===== config.mk =====
export PLATFORM = sky130hd
export DESIGN_NAME = uart_tx_serializer_flat
export DESIGN_NICKNAME = d
export VERILOG_FILES = /design/src/rtl/uart_pkg.sv /design/src/rtl/uart_tx_serializer_if.sv /design/src/rtl/uart_baud_gen.sv /design/src/rtl/uart_tx_serializer.sv /design/src/flat_wrapper.sv
export SDC_FILE = /design/constraint.sdc
export NUM_CORES = 1
export LEC_CHECK = 0
export ABC_AREA = 0
export ABC_CLOCK_PERIOD_IN_PS = 2200
export CAP_MARGIN = 15
export CELL_PAD_IN_SITES_DETAIL_PLACEMENT = 2
export CELL_PAD_IN_SITES_GLOBAL_PLACEMENT = 2
export CORE_MARGIN = 1
export CORE_UTILIZATION = 37
export CTS_BUF_LIST = sky130_fd_sc_hd__clkbuf_4 sky130_fd_sc_hd__clkbuf_8
export DETAILED_ROUTE_END_ITERATION = 6
export HOLD_SLACK_MARGIN = 0.02
export PLACE_DENSITY = 0.86
export SKIP_LAST_GASP = 1
export SLEW_MARGIN = 20
export SYNTH_ARGS = -nofsm -noshare
export SYNTH_HDL_FRONTEND = slang
export SYNTH_SLANG_ARGS = --single-unit

===== constraint.sdc =====
create_clock -name clk -period 2.2 [get_ports clk]
set_clock_uncertainty 0.1 [all_clocks]
set_input_delay 0.44 -clock clk [delete_from_list [all_inputs] [get_ports clk]]
set_output_delay 0.44 -clock clk [all_outputs]
set_load 0.01 [all_outputs]

===== src/rtl/uart_pkg.sv =====
// Shared UART types and default constants.
//   uart_tx_state_t   : transmit FSM states
//   UART_DATA_WIDTH   : default data bits per frame
//   UART_CLKS_PER_BIT : default clk cycles per bit period
package uart_pkg;

  localparam int unsigned UART_DATA_WIDTH   = 8;
  localparam int unsigned UART_CLKS_PER_BIT = 1231;

  typedef enum logic [1:0] {
    IDLE      = 2'd0,
    START_BIT = 2'd1,
    DATA_BITS = 2'd2,
    STOP_BIT  = 2'd3
  } uart_tx_state_t;

endpackage


===== src/rtl/uart_tx_serializer_if.sv =====
// Byte handshake and serial line between a message sequencer and the
// UART transmit serializer.
//   start     : sequencer request to send din_tx
//   din_tx    : byte to send
//   serial_tx : serial line, idle high
//   busy      : frame in progress
//   done      : one-cycle frame-complete pulse
interface uart_tx_serializer_if
  import uart_pkg::*;
#(
  parameter int unsigned DATA_WIDTH = UART_DATA_WIDTH
) ();

  logic                  start;
  logic [DATA_WIDTH-1:0] din_tx;
  logic                  serial_tx;
  logic                  busy;
  logic                  done;

  modport master (
    output start,
    output din_tx,
    input  serial_tx,
    input  busy,
    input  done
  );

  modport slave (
    input  start,
    input  din_tx,
    output serial_tx,
    output busy,
    output done
  );

endinterface


===== src/rtl/uart_baud_gen.sv =====
// Bit-period timer: counts 0..CLKS_PER_BIT-1 and wraps, raising bit_tick
// for the single cycle in which the count equals CLKS_PER_BIT-1.
//   clk      : system clock
//   reset_n  : asynchronous active-low reset
//   clear    : synchronous restart of the count at 0
//   bit_tick : registered one-cycle end-of-bit strobe
module uart_baud_gen
  import uart_pkg::*;
#(
  parameter int unsigned CLKS_PER_BIT = UART_CLKS_PER_BIT
) (
  input  logic clk,
  input  logic reset_n,
  input  logic clear,
  output logic bit_tick
);

  localparam int unsigned CNT_W = (CLKS_PER_BIT > 1) ? $clog2(CLKS_PER_BIT) : 1;
  localparam logic [CNT_W-1:0] CNT_LAST = CNT_W'(CLKS_PER_BIT - 1);

  logic [CNT_W-1:0] cnt_q;
  logic [CNT_W-1:0] cnt_nxt;

  // Next count: restart on clear, wrap after the last count of a bit.
  always_comb begin
    cnt_nxt = '0;
    if (!clear && (cnt_q != CNT_LAST)) begin
      cnt_nxt = cnt_q + CNT_W'(1);
    end
  end

  // Tick is registered from the next count so it lines up with cnt_q == last.
  always_ff @(posedge clk or negedge reset_n) begin
    if (!reset_n) begin
      cnt_q    <= '0;
      bit_tick <= 1'b0;
    end else begin
      cnt_q    <= cnt_nxt;
      bit_tick <= (cnt_nxt == CNT_LAST);
    end
  end

endmodule


===== src/rtl/uart_tx_serializer.sv =====
// UART transmit serializer: accepts one byte per start handshake while idle
// and sends it as an 8N1 frame (start bit, data LSB first, stop bit).
// A start seen in the done cycle is accepted, so frames can run back-to-back.
//   clk     : system clock
//   reset_n : asynchronous active-low reset; aborts any frame, line to idle
//   bus     : slave side of uart_tx_serializer_if (start/din_tx in,
//             serial_tx/busy/done out, all outputs registered)
module uart_tx_serializer
  import uart_pkg::*;
#(
  parameter int unsigned DATA_WIDTH   = UART_DATA_WIDTH,
  parameter int unsigned CLKS_PER_BIT = UART_CLKS_PER_BIT
) (
  input  logic                  clk,
  input  logic                  reset_n,
  uart_tx_serializer_if.slave   bus
);

  localparam int unsigned IDX_W = (DATA_WIDTH > 1) ? $clog2(DATA_WIDTH) : 1;
  localparam logic [IDX_W-1:0] IDX_LAST = IDX_W'(DATA_WIDTH - 1);

  uart_tx_state_t        state_q;
  uart_tx_state_t        state_nxt;
  logic [DATA_WIDTH-1:0] shift_q;
  logic [DATA_WIDTH-1:0] shift_nxt;
  logic [IDX_W-1:0]      idx_q;
  logic [IDX_W-1:0]      idx_nxt;
  logic                  tx_q;
  logic                  tx_nxt;
  logic                  busy_q;
  logic                  busy_nxt;
  logic                  done_q;
  logic                  done_nxt;
  logic                  baud_clear;
  logic                  bit_tick;

  // Bit timer is held at zero while idle, so every frame starts on a fresh period.
  assign baud_clear = (state_q == IDLE);

  uart_baud_gen #(
    .CLKS_PER_BIT (CLKS_PER_BIT)
  ) u_baud_gen (
    .clk      (clk),
    .reset_n  (reset_n),
    .clear    (baud_clear),
    .bit_tick (bit_tick)
  );

  // State register and registered outputs.
  always_ff @(posedge clk or negedge reset_n) begin
    if (!reset_n) begin
      state_q <= IDLE;
      shift_q <= '0;
      idx_q   <= '0;
      tx_q    <= 1'b1;
      busy_q  <= 1'b0;
      done_q  <= 1'b0;
    end else begin
      state_q <= state_nxt;
      shift_q <= shift_nxt;
      idx_q   <= idx_nxt;
      tx_q    <= tx_nxt;
      busy_q  <= busy_nxt;
      done_q  <= done_nxt;
    end
  end

  // Next-state, datapath and output decode.
  always_comb begin
    state_nxt = state_q;
    shift_nxt = shift_q;
    idx_nxt   = idx_q;
    done_nxt  = 1'b0;
    tx_nxt    = 1'b1;
    busy_nxt  = 1'b0;

    case (state_q)
      IDLE: begin
        if (bus.start) begin
          shift_nxt = bus.din_tx;
          idx_nxt   = '0;
          state_nxt = START_BIT;
        end
      end
      START_BIT: begin
        if (bit_tick) begin
          state_nxt = DATA_BITS;
        end
      end
      DATA_BITS: begin
        if (bit_tick) begin
          shift_nxt = shift_q >> 1;
          if (idx_q == IDX_LAST) begin
            idx_nxt   = '0;
            state_nxt = STOP_BIT;
          end else begin
            idx_nxt = idx_q + IDX_W'(1);
          end
        end
      end
      STOP_BIT: begin
        if (bit_tick) begin
          state_nxt = IDLE;
          done_nxt  = 1'b1;
        end
      end
      default: begin
        state_nxt = IDLE;
      end
    endcase

    // Line level is decoded from the upcoming state so it is registered in step.
    case (state_nxt)
      START_BIT: tx_nxt = 1'b0;
      DATA_BITS: tx_nxt = shift_nxt[0];
      default:   tx_nxt = 1'b1;
    endcase
    busy_nxt = (state_nxt != IDLE);
  end

  assign bus.serial_tx = tx_q;
  assign bus.busy      = busy_q;
  assign bus.done      = done_q;

endmodule


===== src/flat_wrapper.sv =====
// flat-port wrapper written by rule: the top's interface ports become plain ports
module uart_tx_serializer_flat import uart_pkg::*;
#(
  parameter int unsigned DATA_WIDTH   = UART_DATA_WIDTH,
  parameter int unsigned CLKS_PER_BIT = UART_CLKS_PER_BIT
)
  (clk, reset_n, bus_start, bus_din_tx, bus_serial_tx, bus_busy, bus_done);
  uart_tx_serializer_if #(.DATA_WIDTH(DATA_WIDTH)) bus_i ();
  input  logic clk;
  input  logic reset_n;
  input wire logic [$bits(bus_i.start)-1:0] bus_start;
  input wire logic [$bits(bus_i.din_tx)-1:0] bus_din_tx;
  output wire logic [$bits(bus_i.serial_tx)-1:0] bus_serial_tx;
  output wire logic [$bits(bus_i.busy)-1:0] bus_busy;
  output wire logic [$bits(bus_i.done)-1:0] bus_done;
  assign bus_i.start = bus_start;
  assign bus_i.din_tx = bus_din_tx;
  assign bus_serial_tx = bus_i.serial_tx;
  assign bus_busy = bus_i.busy;
  assign bus_done = bus_i.done;
  uart_tx_serializer #(.DATA_WIDTH(DATA_WIDTH), .CLKS_PER_BIT(CLKS_PER_BIT)) u_core (.clk(clk), .reset_n(reset_n), .bus(bus_i));
endmodule

==> results.toml, run 1 <==
[power_and_ir_drop]
p_seq_frac = 0.518
p_leak_nw = 0.751
vdd_ir_drop_max_mv = 0.431
clkPwrFrac = 0.297
p_int_w = 0.000957
power_density_mw_per_mm2 = 830
switching_share = 0.297
pwr-share-comb = 0.185
power.switching_w = 0.000405

[logic_synthesis]
synthesis.nets = 152
synth_area_per_cell_um2 = 10.1
synthMuxAreaShare = 0
ys_seq_elements = 28
synth_xor_area_frac = 0.0760
synthSimpleGateAreaFrac = 0.240
synthArstFlopShare = 1.00
syn-cell-area_mm2 = 0.00138
synth_area_leaders = "dfrtp_1 (49%), xor2_1 (6.3%), nand2_1 (5.4%)"
synth-edff-count = 0
synth.distinct_cells = 36
synthFlopType = "dfrtp_1"
yosysTopAreaCellShare = 0.489
yosysMostFrequentCell = "dfrtp_1"
synth_area_leader_cell = "dfrtp_1"
seq_area_frac_synth = 0.508
synth_top_family_by_area = "simple AND/OR/NAND/NOR gates"
synth-adder-area-share = 0.0362
synth_warnings = 0
synth_compound_area_frac = 0.112
synthCells = 137
synth_commonest_cells = "dfrtp_1 (27), nand2_1 (20), nor2_1 (12)"

[final_layout]
fin_cells = 198
nFillCells = 396
fin_nets = 168
syn2layout_area_growth_pct = 18.6
diodes = 0
drive_above_1_share = 0.0724

[cts]
post_cts_buffers = 0
clk_latency_ps = 270
cts_made_buffers = 3
cts_tree = "built"
post_cts_resize_count = 0
root_buffer = "clkbuf_8"
postCtsHoldBufs = 0
clock-sinks = 28
cts_buffer_depth = 2
cts_max_level = 1
clk_pin_slew_ps = 100

[placed_design]
port_buffers = 13
place_inst = 194
dp_hpwl_um = 2390
place_congestion = 0.722

[worst_setup_path]
path_max_fanout = 7
rr_worst_depth = 5
r2r_start = "u_core.u_baud_gen.cnt_q[1]"
worstSetupStartpoint = "u_core.u_baud_gen.cnt_q[1]"
required_ps = 2250
cp-start-kind = "flip-flop"
crit_type = "reg -> reg"
worstSetupEndpointType = "flip-flop"
cp_data_arrival_time_ps = 1980

[status]
run_status = "completed"

[timing]
setup-violations-final = 0
hold_violations = 0
slew_headroom = 0.687
min_period_ps = 1940
setup_tns_ps = 0
rsz0062_at_grt = "no"
worst_pin_slew_ps = 468
slew_violations = 0
final.period_utilization = 0.881
fmax_ghz = 0.516

[die]
start_util = 0.399
rows = 21
die_area_mm2 = 0.00399
core_area_mm2 = 0.00347
die_h_um = 63.1
dieWidth_um = 63.1
io_pins = 14

[detailed_routing]
drt_iter0_drc = 36
ant_nets = 0
drc = 0
num_vias = 1039
wire_per_inst_um = 16.9
avgViaCountPerCell = 5.25
dr.pass1.iters = 3
finalWirelength_um = 3340

[grt]
grt_overflow_total = 0
grt_pass1_vias = 1145
grt_pass1_wl_um = 5930
grt_max_degree = 29
track_usage = 0.190
antenna_found_initial = 0

[flow_run]
maxCapViolCount = 0

[worst_hold_path]
holdPathStages = 2
min_from = "u_core.shift_q[3]"
min_path_type = "reg -> reg"
==> layout by cell type (no fill, tap or decap), types with 3 or more instances in the layout <==
cell type	n
nand2_1	20
clkbuf_8	3
buf_4	3
dfrtp_1	27
xor2_1	10
nor2_1	12
inv_1	4
ha_1	4
nand4_1	4
nand3_1	5
a22oi_1	7
o21ai_0	4
and3_1	3
clkdlybuf4s50_1	13
nor2b_1	4
a22o_1	3
==> area by class of cell <==
cell class                 count  area [um^2]  area share
clock buffer                   3         41.3      0.0252
clock inverter                 1         30.0      0.0183
inverter                       4         15.0     0.00915
multi-input combinational    100          642       0.391
sequential                    28          702       0.428
tap                           46         57.6      0.0351
timing repair buffer          16          153      0.0931
==> flip-flops by register name, summed over array words and instances (netlist names) <==
register	flops
u_core.bus.done	1
u_core.u_baud_gen.bit_tick	1
u_core.bus.busy	1
u_core.u_baud_gen.cnt_q	11
u_core.shift_q	8
u_core.idx_q	3
u_core.state_q	2
u_core.bus.serial_tx	1
==> path summary, 6_finish.rpt <==
path	end	slack [ps]
min in group asynchronous	u_core.state_q[0]	440
worst min register to register	u_core.shift_q[3]	400
worst min-delay path	u_core.shift_q[3]	400
worst max-delay path	u_core.u_baud_gen.bit_tick	260
worst max register to register	u_core.u_baud_gen.bit_tick	260
max in group asynchronous	u_core.bus.serial_tx	1260
==> worst max-delay path, stage by stage (launching register included) <==
cell	delay, ps
dfrtp_1	440
ha_1	340
a21boi_0	220
and4_1	220
o21ai_1	70
a2111oi_2	420
==> per-stage QoR <==
| step | area, um^2 | hold slack [ps] | power (W) | utilization | worst slack (ps) |
|---|---|---|---|---|---|
| 4_1_cts | 1640 | 400 | 0.00138 | 0.473 | 191 |
| 6_report | 1640 | 398 | 0.00136 | 0.473 | 261 |
| 3_3_place_gp | 1570 | 362 | 0.000944 | 0.452 | 358 |
| 3_5_place_dp | 1570 | 375 | 0.000968 | 0.452 | 291 |
| 2_1_floorplan | 1380 | 44.4 | 0.000867 | - | 470 |
| 5_1_grt | 1640 | 425 | 0.00146 | 0.473 | 54.3 |
==> power groups by stage <==
stage	Clock, W	Sequential [W]	Combinational (W)
2_1_floorplan	0	0.000683	0.000184
3_3_place_gp	0	0.000706	0.000237
3_5_place_dp	0	0.000715	0.000254
4_1_cts	0.000418	0.000705	0.000260
5_1_grt	0.000443	0.000727	0.000288
6_report	0.000405	0.000705	0.000252
==> per-layer routing <==
metal	vias up	wire, um	GRT usage
met5	-	0	0
met4	0	19	0.0436
met3	2	65	0.0236
met2	9	1640	0.317
met1	523	1610	0.261
li1	505	-	-
==> cells by family after synthesis <==
group,after synthesis
adders and majority gates,4
DFF,28
AOI/OAI and AO/OA,21
buffers and inverters,9
and+or+nand+nor,63
xor gates and xnor gates,12
Note: power is estimated with default switching activity, not from simulation.
==> run 2: changes to the inputs <==
--- a/config.mk
+++ b/config.mk
@@ -5,17 +5,17 @@
 export SDC_FILE = /design/constraint.sdc
 export NUM_CORES = 1
 export LEC_CHECK = 0
-export ABC_AREA = 0
+export ABC_AREA = 1
 export ABC_CLOCK_PERIOD_IN_PS = 2200
 export CAP_MARGIN = 15
 export CELL_PAD_IN_SITES_DETAIL_PLACEMENT = 2
 export CELL_PAD_IN_SITES_GLOBAL_PLACEMENT = 2
 export CORE_MARGIN = 1
-export CORE_UTILIZATION = 37
+export CORE_UTILIZATION = 35
 export CTS_BUF_LIST = sky130_fd_sc_hd__clkbuf_4 sky130_fd_sc_hd__clkbuf_8
 export DETAILED_ROUTE_END_ITERATION = 6
 export HOLD_SLACK_MARGIN = 0.02
-export PLACE_DENSITY = 0.86
+export PLACE_DENSITY = 0.87
 export SKIP_LAST_GASP = 1
 export SLEW_MARGIN = 20
 export SYNTH_ARGS = -nofsm -noshare
==> run 2 against run 1 <==
Wire length increased by 19%. Via count increased by 19%. Die area increased by 11%. Register-to-register slack improved by 200 ps. Critical path depth decreased by 4. Total power increased by 5.0%. Utilization decreased by 4.0 points. Maximum frequency increased by 3.9%. Clock power about the same. First-iteration DRC count increased by 5.6%. Final cell count increased by 26%. Highest routed layer unchanged.
==> results.toml, run 2 <==
[logic_synthesis]
yosysMostFrequentCell = "nand2_1"
yosysTopAreaCellShare = 0.462
synth_area_leaders = "dfrtp_1 (46%), nand2_1 (10%), nand3_1 (7.5%)"
synth-edff-count = 0
synthFlopType = "dfrtp_1"
seq_area_frac_synth = 0.480
synthesis.nets = 197
synth_area_leader_cell = "dfrtp_1"
syn-cell-area_mm2 = 0.00146
synthCells = 182
synth.distinct_cells = 24
synthArstFlopShare = 1.00
synth_commonest_cells = "nand2_1 (39), inv_1 (29), dfrtp_1 (27)"
synth_warnings = 0
synth_area_per_cell_um2 = 8.03
ys_seq_elements = 28

[final_layout]
nFillCells = 468
max_flop_register = "u_core.u_baud_gen.cnt_q"
largest_register_ffs = 11
fin_cells = 249
regArea_um2 = 702
diodes = 0
drive_above_1_share = 0.126
syn2layout_area_growth_pct = 18.4
final_cell_mix = "nand2_1 (39), inv_1 (29), dfrtp_1 (27)"
layout_commonest_cell = "nand2_1"
multi_input_area_um2 = 622
top_regs = "u_core.u_baud_gen.cnt_q x11, u_core.shift_q x8, u_core.idx_q x3"
fin_nets = 215

[worst_setup_path]
crit_buf_inv = 1
required_ps = 1660
worstSetupEndpointType = "output pin"
crit_chain = "clkdlybuf4s50_1"
path_max_fanout = 1
cp_top_family = "flip-flops"
cp_data_arrival_time_ps = 1330
cp-start-kind = "flip-flop"
crit_type = "reg -> out"
crit_path_max_incr_delay_ps = 530
cp_slowest_cell = "dfstp_2"

[timing]
min_period_ps = 1870
worst_pin_slew_ps = 413
setup-violations-final = 0
fmax_ghz = 0.536
whs_ps = 381
final.period_utilization = 0.848
rsz0062_at_grt = "no"
setup_tns_ps = 0
hold_violations = 0
slew_headroom = 0.724
slew_violations = 0

[detailed_routing]
drc = 0
ant_nets = 0
dr.pass1.iters = 3
finalWirelength_um = 3960
wire_per_inst_um = 15.9
avgViaCountPerCell = 4.98
num_vias = 1239
drt_iter0_drc = 38

[power_and_ir_drop]
power_density_mw_per_mm2 = 826
clkPwrFrac = 0.283
p_int_w = 0.000961
p_total_w = 0.00143
switching_share = 0.328
p_seq_frac = 0.482
power.switching_w = 0.000469
pwr-share-comb = 0.235
vdd_ir_drop_max_mv = 0.537
p_leak_nw = 0.835

[cts]
clk_latency_ps = 270
cts_buffer_depth = 2
cts_made_buffers = 3
root_buffer = "clkbuf_8"
cts_tree = "built"
postCtsHoldBufs = 0
post_cts_buffers = 0
clock-sinks = 28
cts_max_level = 1
clk_pin_slew_ps = 90
post_cts_resize_count = 0

[flow_run]
maxCapViolCount = 0

[grt]
grt_pass1_vias = 1384
grt_overflow_total = 0
antenna_found_initial = 0
grt_pass1_wl_um = 6670
grt_max_degree = 29
track_usage = 0.206

[placed_design]
place_congestion = 0.792
port_buffers = 13
dp_hpwl_um = 3100
place_inst = 245

[status]
run_status = "completed"

[die]
die_h_um = 66.6
dieWidth_um = 66.6
io_pins = 14
die_area_mm2 = 0.00444
rows = 23
start_util = 0.365
core_area_mm2 = 0.00400

[worst_hold_path]
min_path_type = "reg -> reg"
-- run 2: cell types whose count changed in the layout (fill, tap and decap cells not counted), moves of 7 or more --
| cell | before | now |
|---|---|---|
| nor2_1 | 12 | 21 |
| xor2_1 | 10 | 2 |
| nand2_1 | 20 | 39 |
| a22oi_1 | 7 | 0 |
| nand3_1 | 5 | 22 |
| inv_1 | 4 | 29 |
-- run 2: path summary, 6_finish.rpt --
path,startpoint,to,slack (ps),cells after the start
hold / removal,u_core.shift_q[0],u_core.shift_q[0],380,2
hold reg to reg,u_core.shift_q[0],u_core.shift_q[0],380,2
setup / recovery,u_core.bus.serial_tx,bus_serial_tx,330,1
min in group asynchronous,reset_n,u_core.u_baud_gen.cnt_q[9],440,2
setup reg to reg,u_core.u_baud_gen.cnt_q[0],u_core.u_baud_gen.bit_tick,460,9
max in group asynchronous,reset_n,u_core.bus.serial_tx,1240,2
-- run 2: kinds of logic after synthesis --
group,count (synthesis),share of synthesized area
compound gates,16,0.0753
fa+ha+maj,4,0.0342
flops,28,0.480
buf+inv,35,0.0942
xor+xnor,2,0.0120
simple gates,97,0.304
-- run 2: through the flow --
step                      utilization  worst slack, ps  instance area (um^2)
after floorplan                     -              763                  1460
after global placement          0.415              369                  1660
after detailed placement        0.415              273                  1660
after CTS                       0.433              325                  1730
after global routing            0.433              310                  1730
final                           0.433              335                  1730
-- run 2: cell type report --
class,count,area share
Clock buffer,3,0.0239
Tap cell,50,0.0362
Clock inverter,1,0.0174
Multi-Input combinational cell,119,0.359
Sequential cell,28,0.406
Timing Repair Buffer,16,0.0882
Inverter,32,0.0694
-- run 2: power groups by stage --
stage / sequential (W) / combinational, W / clock, W
6_report: 0.000689 / 0.000336 / 0.000405
5_1_grt: 0.000704 / 0.000381 / 0.000434
4_1_cts: 0.000691 / 0.000340 / 0.000418
3_5_place_dp: 0.000702 / 0.000332 / 0
3_3_place_gp: 0.000692 / 0.000303 / 0
2_1_floorplan: 0.000671 / 0.000233 / 0
-- run 2: per-layer routing --
metal,global-route usage,wire [um]
met5,0,0
met4,0.0559,24
met3,0.0308,77
met2,0.378,2120
met1,0.248,1740
